$ cat config.mk
export PLATFORM = sky130hd
export DESIGN_NAME = am_modulator_pipe
export DESIGN_NICKNAME = d
export VERILOG_FILES = /design/src/rtl/am_modulator_pipe.sv
export SDC_FILE = /design/constraint.sdc
export NUM_CORES = 1
export LEC_CHECK = 0
export CAP_MARGIN = 20
export CORE_AREA = 10 10 182 184
export CTS_CLUSTER_DIAMETER = 60
export DETAILED_ROUTE_END_ITERATION = 7
export DIE_AREA = 0 0 192 194
export HOLD_SLACK_MARGIN = 0.08
export PLACE_DENSITY = 0.78
export SLEW_MARGIN = 20
export SYNTH_ARGS = -nofsm -noshare
export SYNTH_HDL_FRONTEND = slang
export SYNTH_SLANG_ARGS = --single-unit
$ cat constraint.sdc
create_clock -name i_clk -period 15.43 [get_ports i_clk]
set_input_delay 4.629 -clock i_clk [delete_from_list [all_inputs] [get_ports i_clk]]
set_output_delay 4.629 -clock i_clk [all_outputs]
set_load 0.01 [all_outputs]
$ cat src/rtl/am_modulator_pipe.sv
// Pipelined AM modulator o = c*(1 + m*b): valid/ready flow control, saturating
// fixed-point datapath and a slew-limited modulation index to avoid clicks.
module am_modulator_pipe #(
  parameter int unsigned   DW        = 12,
  parameter int unsigned   MW        = 16,
  parameter logic [MW-1:0] RAMP_STEP = MW'(16'h0100),
  parameter logic [DW-1:0] DIS_VALUE = {1'b0, {(DW-1){1'b1}}}
) (
  input  logic          i_clk,
  input  logic          i_rst_n,
  input  logic [DW-1:0] i_carrier,
  input  logic [DW-1:0] i_baseband,
  input  logic          i_valid,
  output logic          o_ready,
  input  logic [MW-1:0] i_mod_index,
  input  logic          i_enable,
  output logic [DW-1:0] o_amSignal,
  output logic          o_valid,
  input  logic          i_ready,
  output logic          o_ramp_busy
);
  localparam int unsigned P1W = MW + DW + 1;
  localparam int unsigned P2W = 2 * DW;
  localparam int unsigned SW  = 2 * DW + 1;

  localparam logic [DW-1:0] D_MAX = {1'b0, {(DW-1){1'b1}}};
  localparam logic [DW-1:0] D_MIN = {1'b1, {(DW-1){1'b0}}};
  localparam logic signed [P1W-1:0] S1_MAX = {{(P1W-DW){1'b0}}, D_MAX};
  localparam logic signed [P1W-1:0] S1_MIN = {{(P1W-DW){1'b1}}, D_MIN};
  localparam logic signed [SW-1:0]  S3_MAX = {{(SW-DW){1'b0}}, D_MAX};
  localparam logic signed [SW-1:0]  S3_MIN = {{(SW-DW){1'b1}}, D_MIN};
  localparam logic signed [SW-1:0]  RND    = {{(SW-DW){1'b0}}, 1'b1, {(DW-1){1'b0}}};

  logic                  ce;
  logic                  xfer;
  logic [MW-1:0]         tgt;
  logic [MW-1:0]         m_cur;
  logic [MW-1:0]         m_next;
  logic                  dis;
  logic signed [P1W-1:0] p1;
  logic signed [P1W-1:0] p1_sh;
  logic [DW-1:0]         s1;
  logic signed [P2W-1:0] p2;
  logic signed [SW-1:0]  c_ext;
  logic signed [SW-1:0]  sum;
  logic signed [SW-1:0]  rnd;
  logic [DW-1:0]         res;

  logic                  v1;
  logic                  v2;
  logic                  dis1;
  logic                  dis2;
  logic signed [DW-1:0]  c1;
  logic signed [DW-1:0]  s1_q;
  logic signed [P2W-1:0] p2_q;
  logic signed [SW-1:0]  c_ext_q;

  assign ce      = !o_valid || i_ready;
  assign o_ready = ce;
  assign xfer    = i_valid && ce;
  assign tgt     = i_enable ? i_mod_index : '0;
  assign dis     = !i_enable && (m_cur == '0);

  // Index slews toward its target without overshoot; zero step means jump.
  always_comb begin
    m_next = tgt;
    if (RAMP_STEP != '0) begin
      if (tgt > m_cur) begin
        if (tgt - m_cur > RAMP_STEP) m_next = m_cur + RAMP_STEP;
      end else if (m_cur - tgt > RAMP_STEP) begin
        m_next = m_cur - RAMP_STEP;
      end
    end
  end

  // Stage 1: m*b rescaled to Q1.(DW-1); indices above 1.0 can overflow.
  always_comb begin
    p1    = P1W'($signed({1'b0, m_cur})) * P1W'($signed(i_baseband));
    p1_sh = p1 >>> (MW - 1);
    if (p1_sh > S1_MAX)      s1 = D_MAX;
    else if (p1_sh < S1_MIN) s1 = D_MIN;
    else                     s1 = p1_sh[DW-1:0];
  end

  // Stage 2: c*s1 and the carrier aligned to the same binary point.
  always_comb begin
    p2    = P2W'(c1) * P2W'(s1_q);
    c_ext = SW'(c1) <<< (DW - 1);
  end

  // Stage 3: round half up into Q3.(DW-3), then saturate.
  always_comb begin
    sum = SW'(p2_q) + c_ext_q;
    rnd = (sum + RND) >>> DW;
    if (rnd > S3_MAX)      res = D_MAX;
    else if (rnd < S3_MIN) res = D_MIN;
    else                   res = rnd[DW-1:0];
  end

  always_ff @(posedge i_clk) begin
    if (!i_rst_n) begin
      m_cur       <= '0;
      o_ramp_busy <= 1'b0;
      v1          <= 1'b0;
      v2          <= 1'b0;
      o_valid     <= 1'b0;
      dis1        <= 1'b0;
      dis2        <= 1'b0;
      c1          <= '0;
      s1_q        <= '0;
      p2_q        <= '0;
      c_ext_q     <= '0;
      o_amSignal  <= '0;
    end else begin
      if (xfer) m_cur <= m_next;
      o_ramp_busy <= (xfer ? m_next : m_cur) != tgt;
      if (ce) begin
        v1      <= i_valid;
        v2      <= v1;
        o_valid <= v2;
        if (xfer) begin
          c1   <= i_carrier;
          s1_q <= s1;
          dis1 <= dis;
        end
        if (v1) begin
          p2_q    <= p2;
          c_ext_q <= c_ext;
          dis2    <= dis1;
        end
        if (v2) o_amSignal <= dis2 ? DIS_VALUE : res;
      end
    end
  end
endmodule

==> flow_metrics.tcl <==
set metrics [dict create \
    hold_buffers 0 \
    wl_per_cell_um 18.1 \
    synthToLayoutAreaGrowth_pct 6.12 \
    hold_violations 0 \
    cts_tree "built" \
    die_x_um 192 \
    cts_setup_buffers 0 \
    antenna_found_initial 0 \
    endpoint_kind "register" \
    tightest_slew_ps 984 \
    rsz0062_at_grt "no" \
    drive_gt1_share_pct 2.35 \
    cts_max_level 3 \
    first_pass_iters 6 \
    grt_usage_pct 24.6 \
    grt_max_degree 80 \
    worstSetupStartpoint "i_baseband[11]" \
    syn-cell-area_mm2 0.0175 \
    holdWs_ps 460 \
    cts.sinks 83 \
    die_h_um 194 \
    ys_seq_elements 83 \
    clk_latency_ps 380 \
    dpl.hpwl_um 34900 \
    start_util_pct 59.5 \
    first_global_vias 15100 \
    path_clk_slew_ps 70 \
    outcome "finished, final reports clean" \
    vdd_drop_max_mv 0.0626 \
    grt_pass1_wl_um 75200 \
    postSynthAreaPerCell_um2 8.32 \
    timing.fmax_ghz 0.0818 \
    drt_iter0_markers 1342 \
    fin_skew_ps 20.7 \
    viasPerCell 5.78 \
    die_area_mm2 0.0372 \
    ys_warn_count 0 \
    synth_edf_count 0 \
    critPathKind "in2reg" \
    hp-start "c_ext_q[11]" \
    synthesis.instances 2102 \
    hold_path_class "reg2reg" \
    power_leakage_nw 8.64 \
    root_buffer "clkbuf_16" \
    cp_common_cell "fa_1" \
    vias 14300 \
    critPathRequiredTime_ps 15730 \
    routed-wl-met2_um 21000 \
    startpoint_type "input port" \
    yosys_most_used_dff "dfxtp_1" \
    worstPathMaxFanout 11 \
    finalCritPeriodShare_pct 79.2 \
    maxSlewViolCount 0 \
    critPathArrivalTime_ps 12520 \
    cts_buffer_depth 2 \
    stdcell_area_mm2 0.0186 \
    grt_overflow 0 \
    ctsResizeCount 0 \
    core-area_mm2 0.0294 \
    syn_nets 2611 \
    ys_seq_area_share_pct 9.50 \
    async_flop_share_pct 0 \
    portBuffers 59 \
    setup_ws_ps 3210 \
    path_cells "clkdlybuf4s50_1 > inv_1 > nor2_1 > fa_1 > fa_1 > fa_1 > fa_1 > inv_1 > fa_1 > inv_1 > ha_1 > a211oi_1 > inv_1 > or3b_2 > a2111oi_0 > o21ai_0 > a41oi_1 > o21ai_0 > a2111oi_2 > a221o_1" \
    numCtsBuffers 9 \
    max_cap_viol_count 0 \
    place_area_mm2 0.0183 \
    synth_cell_types 77 \
    io_pins 60 \
    remaining_drc_errors 0 \
    antenna_left 0 \
    timing.rr.start "m_cur[8]" \
    drt-total-wl_um 44900 \
    setup_violations 0 \
    crit_slowest_cell "a2111oi_2" \
    power.density_mw_per_mm2 98.8 \
    relSlewSlack_pct 34.3 \
    period_needed_ps 12220 \
    power_mw 1.83 \
    dpl_worst_slack_ps 2900 \
    row_count 63 \
    topRoutingLayerUsed "met4" \
    gp_congestion 0.940 \
    tns_ps 0 \
    wl_met1_um 19400 \
    num_antenna_cells 0 \
    layout.nets 2589 \
    wl_met3_um 3780 \
    max_stage_delay_ps 930 \
]
-- sequential cells by signal (all words and copies together), names as in the netlist --
| register | cells |
|---|---|
| c1 | 12 |
| c_ext_q | 12 |
| dis1 | 1 |
| dis2 | 1 |
| m_cur | 16 |
| o_amSignal | 12 |
| o_ramp_busy | 1 |
| o_valid | 1 |
| p2_q | 13 |
| s1_q | 12 |
| v1 | 1 |
| v2 | 1 |
-- per-layer routing --
| metal | global-route usage, % | up-vias |
|---|---|---|
| met2 | 39.9 | 560 |
| met1 | 33.3 | 7031 |
| met4 | 5.24 | 0 |
| li1 | - | 6637 |
| met3 | 5.02 | 74 |
| met5 | 0 | - |
-- worst paths after layout --
check,to,slack [ps],cells past startpoint
max,s1_q[9],3210,20
min,c_ext_q[11],460,2
max reg2reg,s1_q[9],7620,19
min reg2reg,c_ext_q[11],460,2
-- placed cells by master (no fill, tap or decap), types with 5 or more instances in the layout --
cell | Yosys | final
a221o_1 | 13 | 13
buf_4 | 0 | 11
clkbuf_16 | 0 | 9
o21bai_1 | 6 | 6
o21ai_0 | 68 | 68
a21boi_0 | 38 | 38
o221ai_1 | 5 | 5
xnor2_1 | 50 | 50
nand3_1 | 33 | 33
a31oi_1 | 9 | 9
or3_1 | 11 | 11
o21a_1 | 13 | 13
and2_1 | 117 | 117
clkdlybuf4s50_1 | 0 | 58
inv_1 | 380 | 380
a211oi_1 | 7 | 6
nor2_1 | 61 | 61
o211ai_1 | 10 | 10
mux2i_1 | 13 | 13
nand2b_1 | 17 | 17
o22ai_1 | 6 | 6
a21o_1 | 13 | 13
nor2b_1 | 18 | 18
nand2_1 | 333 | 333
a21oi_1 | 73 | 73
nand3b_1 | 5 | 5
o211a_1 | 5 | 5
fa_1 | 277 | 277
nor4_1 | 9 | 9
a22oi_1 | 7 | 7
ha_1 | 187 | 187
dfxtp_1 | 83 | 83
a2111oi_0 | 7 | 6
and3_1 | 13 | 13
nor3_1 | 13 | 13
nand4_1 | 11 | 11
o31ai_1 | 5 | 5
xor2_1 | 16 | 16
-- power breakdown --
group	internal (mW)	switching (mW)	total (mW)
logic	0.538	0.743	1.28
registers	0.245	0.0759	0.321
clock network	0.116	0.116	0.232
-- synth_stat cells (11+ instances only) --
library cell,count,area [um2]
a21oi_1,73,365
and2_1,117,732
nand2b_1,17,106
or3_1,11,68.8
nor3_1,13,65.1
nand3_1,33,165
clkbuf_1,94,353
ha_1,187,2340
o21a_1,13,97.6
xor2_1,16,140
dfxtp_1,83,1660
xnor2_1,50,438
a21boi_0,38,285
nand2_1,333,1250
a221o_1,13,130
nor2_1,61,229
and3_1,13,81.3
nor2b_1,18,113
a21o_1,13,97.6
o21ai_0,68,340
mux2i_1,13,130
fa_1,277,5550
inv_1,380,1430
nand4_1,11,68.8
-- layout make-up --
cell class / instances / area (um2)
clock buffer: 9 / 225
clock inverter: 7 / 76.3
fill: 2500 / 10800
inverter: 382 / 1430
multi-input combinational: 1534 / 14000
sequential: 83 / 1660
tap: 390 / 488
timing repair buffer: 70 / 668
-- cells by family after synthesis --
group | after synthesis | share of synthesized area (%)
flops | 83 | 9.50
mux | 15 | 0.873
compound gates | 328 | 12.8
simple gates | 661 | 17.9
xor+xnor | 66 | 3.31
fa+ha+maj | 464 | 45.1
buf+inv | 485 | 10.5
-- per-stage QoR --
step	std cells	util [%]
after floorplan	2102	-
after global placement	2459	62.1
after detailed placement	2459	62.1
after CTS	2475	63.1
after global routing	2475	63.1
final	2475	63.1
-- worst max-delay path: cells and delay by family --
kind,cells,cell delay (ps)
and+or+nand+nor,2,740
buffers and inverters,5,1260
AOI/OAI and AO/OA,7,3020
adders and majority gates,6,2870
No activity file was read; power rests on OpenSTA's default activity.
